$ cat src/rtl/reg_bank_arbiter.sv
// Write arbiter for the 9 x 8-bit time/date register bank.
// Serialises RTC and PicoBlaze writes; protects PB-owned registers while editing.
module reg_bank_arbiter #(
    parameter int NUM_REGS = 9,
    parameter int DATA_W   = 8,
    parameter int ADDR_W   = 4
) (
    input  logic                clk,
    input  logic                reset,
    input  logic                rtc_req,
    input  logic [ADDR_W-1:0]   rtc_addr,
    input  logic [DATA_W-1:0]   rtc_data,
    output logic                rtc_ack,
    input  logic                pb_req,
    input  logic [ADDR_W-1:0]   pb_addr,
    input  logic [DATA_W-1:0]   pb_data,
    output logic                pb_ack,
    input  logic                edit_mode,
    input  logic [NUM_REGS-1:0] lock_mask,
    output logic [NUM_REGS-1:0] en_reg,
    output logic [DATA_W-1:0]   data_reg,
    output logic                sel_rtc_pb,
    output logic                addr_err,
    output logic [7:0]          drop_cnt
);

    typedef enum logic [1:0] {
        IDLE    = 2'd0,
        WRITE   = 2'd1,
        RECOVER = 2'd2
    } state_t;

    state_t state;

    // 1 = PicoBlaze held the last grant, so RTC wins the next tie
    logic last_grant;

    logic                grant_pb;
    logic [ADDR_W-1:0]   win_addr;
    logic [DATA_W-1:0]   win_data;
    logic [NUM_REGS-1:0] win_hot;
    logic                lock_hit;
    logic                bad_addr;

    // Pick the winner and decode its address; an out-of-range address
    // decodes to no enable at all, which also masks the lock check.
    always_comb begin
        grant_pb = 1'b0;
        if (pb_req && (!rtc_req || !last_grant)) begin
            grant_pb = 1'b1;
        end
        win_addr = grant_pb ? pb_addr : rtc_addr;
        win_data = grant_pb ? pb_data : rtc_data;
        win_hot  = '0;
        for (int i = 0; i < NUM_REGS; i++) begin
            win_hot[i] = (win_addr == ADDR_W'(i));
        end
        lock_hit = !grant_pb && edit_mode && |(lock_mask & win_hot);
        bad_addr = ~|win_hot;
    end

    // Grant FSM with registered strobes: IDLE -> WRITE -> RECOVER -> IDLE
    always_ff @(posedge clk or negedge reset) begin
        if (!reset) begin
            state      <= IDLE;
            last_grant <= 1'b1;
            en_reg     <= '0;
            data_reg   <= '0;
            rtc_ack    <= 1'b0;
            pb_ack     <= 1'b0;
            sel_rtc_pb <= 1'b0;
            addr_err   <= 1'b0;
            drop_cnt   <= '0;
        end else begin
            unique case (state)
                IDLE: begin
                    if (rtc_req || pb_req) begin
                        state      <= WRITE;
                        last_grant <= grant_pb;
                        sel_rtc_pb <= grant_pb;
                        data_reg   <= win_data;
                        en_reg     <= lock_hit ? '0 : win_hot;
                        rtc_ack    <= !grant_pb;
                        pb_ack     <= grant_pb;
                        addr_err   <= bad_addr;
                        if (lock_hit && drop_cnt != 8'hFF) begin
                            drop_cnt <= drop_cnt + 8'd1;
                        end
                    end
                end
                WRITE: begin
                    state    <= RECOVER;
                    en_reg   <= '0;
                    rtc_ack  <= 1'b0;
                    pb_ack   <= 1'b0;
                    addr_err <= 1'b0;
                end
                RECOVER: begin
                    state <= IDLE;
                end
                default: begin
                    state    <= IDLE;
                    en_reg   <= '0;
                    rtc_ack  <= 1'b0;
                    pb_ack   <= 1'b0;
                    addr_err <= 1'b0;
                end
            endcase
        end
    end

endmodule

$ cat config.mk
export PLATFORM = sky130hd
export DESIGN_NAME = reg_bank_arbiter
export DESIGN_NICKNAME = d
export VERILOG_FILES = /design/src/rtl/reg_bank_arbiter.sv
export SDC_FILE = /design/constraint.sdc
export NUM_CORES = 1
export LEC_CHECK = 0
export ABC_AREA = 0
export CAP_MARGIN = 20
export CORE_MARGIN = 5
export CORE_UTILIZATION = 25
export DETAILED_ROUTE_END_ITERATION = 8
export PLACE_DENSITY_LB_ADDON = 0.3
export SLEW_MARGIN = 20
export SYNTH_ARGS = -nofsm -noshare
export SYNTH_HDL_FRONTEND = slang
export SYNTH_SLANG_ARGS = --single-unit
export TNS_END_PERCENT = 1
$ cat constraint.sdc
create_clock -name clk -period 1.9 [get_ports clk]
set_clock_uncertainty 0.15 [all_clocks]
set_input_delay 0.38 -clock clk [delete_from_list [all_inputs] [get_ports clk]]
set_output_delay 0.38 -clock clk [all_outputs]
set_load 0.02 [all_outputs]
Word level (Yosys, flattened, before mapping)
Cells that the tools add are included.
{"block": "word_totals", "reg_bits": 32, "input_bits": 38, "out_inout_bits": 29, "elab_cells": 55}
{"block": "op_classes", "n_addsub": 1, "eq_ne": 12, "mux": 14, "bitwise": 2, "n_reduce_logical": 17}
{"operator": "$mux W9", "count": 2}
{"operator": "$pmux W9 S2", "count": 1}
{"operator": "$reduce_or A9 Y1", "count": 2}
{"operator": "$eq A4 B3 Y1 const B", "count": 4}
{"operator": "$and A9 B9 Y9", "count": 1}
{"operator": "$add A8 B1 Y8 const B", "count": 1}
{"operator": "$eq A4 B2 Y1 const B", "count": 2}
{"operator": "$mux W8", "count": 1}
{"operator": "$ne A8 B8 Y1 const B", "count": 1}
{"operator": "$pmux W1 S2", "count": 3}
{"operator": "$eq A4 B1 Y1 const B", "count": 1}
{"operator": "$eq A4 B4 Y1 const B", "count": 1}
{"operator": "$logic_and A1 B1 Y1", "count": 4}
{"operator": "$logic_not A1 Y1", "count": 4}
{"operator": "$logic_not A4 Y1", "count": 1}
{"operator": "$mux W1", "count": 4}
{"operator": "$mux W4", "count": 1}
{"operator": "$pmux W2 S2", "count": 1}
{"operator": "$reduce_and A2 Y1", "count": 2}
{"operator": "$reduce_and A3 Y1", "count": 1}
{"operator": "$eq A2 B1 Y1 const B", "count": 1}
{"operator": "$eq A2 B2 Y1 const B", "count": 1}
{"operator": "$logic_not A2 Y1", "count": 1}
{"operator": "$logic_or A1 B1 Y1", "count": 2}
{"operator": "3 further kinds", "count": 3}

Logic depth before layout (Yosys ltp)
{"block": "depth", "ltp_word": 12, "depth_mapped": 7, "ltp_nobuf": 6}

Least setup slack after synthesis
No wires, ideal clock.
{"block": "synth_timing", "path_kind": "input -> register", "startpoint": "input port pb_addr[2]", "endpoint": "register drop_cnt[1]", "setup_time_ns": 0.125, "arrival_time_ns": 1.702, "required_time_ns": 1.625, "path_slack_ns": -0.077, "stages": 7, "n_path_buf": 1, "path_cell_list": "buf_6 -> mux2_4 -> a221oi_2 -> o32a_2 -> nand3_4 -> nand2_4 -> mux2_4"}
{"block": "synth_between", "elab_chain_cells": 7, "elab_cells_between_ends": 15, "classes_between": "eq/ne: 8; mux: 1; bitwise: 1; reduce/logical: 5"}
{"element": "start, declared", "line_no": "15", "source": "input logic [ADDR_W-1:0] pb_addr,"}
{"element": "$mux W4 (*)", "line_no": "52", "source": "win_addr = grant_pb ? pb_addr : rtc_addr;"}
{"element": "$eq A4 B1 Y1, or another cell as far along", "line_no": "56", "source": "win_hot[i] = (win_addr == ADDR_W'(i));"}
{"element": "$and A9 B9 Y9 (*)", "line_no": "58", "source": "lock_hit = !grant_pb && edit_mode && |(lock_mask & win_hot);"}
{"element": "$reduce_or A9 Y1 (*)", "line_no": "58"}
{"element": "$logic_and A1 B1 Y1 (*)", "line_no": "58"}
{"element": "$logic_and A1 B1 Y1 (*)", "line_no": "86", "source": "if (lock_hit && drop_cnt != 8'hFF) begin"}
{"element": "$reduce_and A3 Y1 (no source line) (*)"}
{"element": "end signal, assigned", "line_no": "87", "source": "drop_cnt <= drop_cnt + 8'd1;"}
{"element": "end, declared", "line_no": "24", "source": "output logic [7:0] drop_cnt"}
Every way passes the cells marked *; elsewhere a longest branch is shown, timed or not.
A chain may end at the register's enable or synchronous reset.

Worst setup path in the final report
{"block": "layout_timing", "startpoint": "input port rtc_addr[2]", "endpoint": "register drop_cnt[1]"}
{"block": "layout_between", "elab_chain_cells": 7, "elab_cells_between_ends": 15, "classes_between": "eq/ne: 8; mux: 1; bitwise: 1; reduce/logical: 5"}
{"element": "start, declared", "line_no": "11", "source": "input logic [ADDR_W-1:0] rtc_addr,"}
{"element": "$mux W4 (*)", "line_no": "52"}
{"element": "$eq A4 B1 Y1, or another cell as far along", "line_no": "56"}
{"element": "$and A9 B9 Y9 (*)", "line_no": "58"}
{"element": "$reduce_or A9 Y1 (*)", "line_no": "58"}
{"element": "$logic_and A1 B1 Y1 (*)", "line_no": "58"}
{"element": "$logic_and A1 B1 Y1 (*)", "line_no": "86"}
{"element": "$reduce_and A3 Y1 (no source line) (*)"}
Marks and branches as above.

==> summary.md <==
| Metric | Value |
|---|---|
| Status | complete, but fails checks |
| Failing checks | negative setup slack |
| DP HPWL | 4160 um |
| WS Path Type | input pin to flop |
| Req. time, crit path | 1910 ps |
| CP startpoint | rtc_addr[2] |
| Leak | approximately 1.4 nW |
| GRT overflow | 0 |
| Simple-Gate Fraction of Synth Area | ~26% |
| CP Max Fanout | 4 |
| Reg2reg end | drop_cnt[1]$_DFFE_PN0P_ |
| Initial Utilization | 25.7% |
| Final-report hold violation count | 0 |
| Largest family of logic cells by synthesized area | simple AND/OR/NAND/NOR gates |
| Synth Area in Adders | 0.672% |
| RR Startpoint | last_grant$_DFFE_PN1P_ |
| Crit. End Element | flop |
| Die area | between 9000 and 10000 um2 |
| Port buffer count | 66 |
| Yosys warns | 0 |
| Vias in the first global route | 1815 |
| Fin crit period | 1930 ps |
| Ant diodes | 0 |
| Clock transition at the registers of the reported paths | 70 ps |
| Final setup vio count | 1 |
| Die H | 96.3 um |
| Synth Instances | 188 |
| Initial antenna violation count | 0 |
| RSZ-0062 raised after global routing | true |
| P&R area growth vs syn | 69.3% |
| EDFF count, synth | 0 |
| Slew @ Worst Pin | between 300 and 400 ps |
| Final #Nets | about 330 |
| Share of layout cells above drive strength 1 | approximately 29% |
| Critical Path Start Type | input pin |
| Max_cap viols | 0 |
| Syn_area_per_cell | just under 10 um2 |
| Largest net degree at the start of global routing | 33 |
| Slew headroom | 75.7% |
| Dominant synthesized flop cell | dfrtp_1 |
| Setup ws final | -25.8 ps |
| #FFs+latches synth | 32 |
| DR WL/cell | roughly 14 um |
| CTS tree | done |
| IO Count | 67 |
| Hold WC Path Type | flop to flop |
| Fillers | 731 |
| Max reg flops | 9 |
| CORE AREA | 7250 um2 |
| Worst hold path startpoint | state[1]$_DFFE_PN0P_ |
| Asr flop ratio synth | 100% |
| Cell Area, Synth | ~1900 um2 |
| Worst vdd ir | 278 uV |
| Clk buf depth | 2 |
| Clock buffer count from CTS | 5 |
| WHS Endpoint | state[1]$_DFFE_PN0P_ |
| Fmax | roughly 520 MHz |
| Syn_nets | roughly 230 |
| Via density | 4.55 |
| Die width | 96.3 um |
| Pwr dens | between 1000 and 1500 nW/um2 |
| DR iter-0 viols | 101 |
| Sequential fraction of the synthesis area | 43.1% |
| Hold Path Depth | 1 |
| Final wirelength | 5430 um |
| Vias post-DR | 1770 |
| Post-route ant nets | 0 |
| Most frequent cells in the layout | clkdlybuf4s50_1 (50), buf_4 (34), dfrtp_1 (31) |
| Worst Hold Margin | between 300 and 400 ps |
| Setup WS pre-CTS | -559 ps |
| Layout Utilization | 43.4% |
| Number of slew-limit violations in the final report | 0 |
| CTS root buf | clkbuf_8 |
| Post-synthesis cell type count | 52 |
| Row cnt | 31 |
| Router iterations before antenna repair | 4 |
| Clock sinks | 32 |
| R2R cell count | 6 |
| Drt drc | 0 |
| H-tree depth | 2 |
| Post-synthesis xor/xnor area fraction | roughly 3.3% |
| RD Place Congestion | 0.775 |
| Final period utilization | 101% |
| Mux share of post-synthesis cell area | 5.18% |
| First-pass GRT wire length | approximately 8700 um |
| Synth Area in Compound Gates | 17.5% |
| Commonest non-fill, non-tap cell in the layout | clkdlybuf4s50_1 |
| Worst R2R Setup Slack | -20 ps |
| CP arrival | roughly 1900 ps |
| Worst skew pair latency | ~280 ps |
| GRT Util Overall | 12.1% |
==> Yosys cell counts (2+ instances only) <==
cell        n  area share [%]
dfrtp_1    31              42
nand2_1    26             5.2
nor2_1     17             3.4
nand3_1     9             2.4
a31oi_1     8             2.7
xnor2_1     7             3.3
buf_2       6             1.6
o21ai_0     6             1.6
a22o_1      4             1.9
mux2i_1     4             2.2
nand3b_1    4             1.6
a21o_1      3             1.2
a21oi_1     3            0.81
a32o_1      3             1.6
and3_1      3             1.0
mux2_4      3             2.4
nand4b_1    3             1.4
nor2b_1     3             1.0
o31ai_1     3             1.2
and4bb_1    2             1.3
buf_6       2             1.2
clkbuf_1    2            0.40
inv_1       2            0.40
nand2_4     2             1.2
nand2b_1    2            0.67
nand4bb_1   2             1.2
nor4_1      2            0.67
or3_1       2            0.67
==> worst max-delay path by stage <==
stage	end	slack, ps	depth (start not counted)
CTS	drop_cnt[1]$_DFFE_PN0P_	-20	6
finish	drop_cnt[1]$_DFFE_PN0P_	-30	7
global placement	drop_cnt[1]$_DFFE_PN0P_	-530	7
floorplan	drop_cnt[1]$_DFFE_PN0P_	-40	7
global route	drop_cnt[1]$_DFFE_PN0P_	-70	6
detailed placement	drop_cnt[1]$_DFFE_PN0P_	-560	7
==> worst max-delay path: stages <==
cell	delay, ps
clkdlybuf4s15_1	260
mux2_4	330
a211oi_4	280
o32a_4	230
nand3_4	90
nand2_4	90
mux2_4	290
==> power by group <==
part	switching, mW	internal [mW]	total (mW)
Combinational	0.784	0.812	1.60
Sequential	0.134	0.891	1.03
Clock	0.244	0.289	0.532
==> cells by family (layout without fill, tap and decap cells) <==
kind of cell,count (synthesis),after routing
XOR/XNOR,7,7
AO/OA/AOI/OAI,40,40
adder cells (fa/ha/maj),1,1
AND/OR/NAND/NOR,85,85
buffers and inverters,15,117
multiplexers,8,8
flip-flops,32,32
==> final cells by class <==
| cell class | count | area (um2) | share of cell area [%] |
|---|---|---|---|
| Clock inverter | 2 | 10.0 | 0.318 |
| Sequential cell | 32 | 802 | 25.5 |
| Timing Repair Buffer | 106 | 991 | 31.5 |
| Multi-Input combinational cell | 141 | 1130 | 35.9 |
| Tap cell | 99 | 124 | 3.93 |
| Inverter | 3 | 11.3 | 0.357 |
| Clock buffer | 6 | 82.6 | 2.62 |
==> timing repair <==
| action | 4_1_cts | 5_1_grt |
|---|---|---|
| gates resized for setup | 35 | 19 |
| hold buffers | 0 | 0 |
| cloned | 0 | 0 |
| buffers inserted | 5 | 0 |
| setup endpoints to repair | 20 | 18 |
| pin swaps | 10 | 13 |
==> per-stage QoR <==
stage                     cell area, um2  power [mW]  TNS, ps  std cells
after floorplan                     1860        1.79    -35.5        188
after global routing                3150        3.38     -396        389
after global placement              2860        2.53   -10950        376
after detailed placement            2860        2.55   -12060        376
after CTS                           3100        3.18    -38.5        389
final                               3150        3.15    -25.8        389
==> routing by layer <==
layer / part of all wire [%] / global-route usage, % / vias up
li1: - / - / 883
met1: 46 / 14.9 / 823
met2: 47 / 20.5 / 60
met3: 6.8 / 3.05 / 4
met4: 0.87 / 3.91 / 0
met5: 0 / 0 / -
Note: power is estimated with default switching activity, not from simulation.
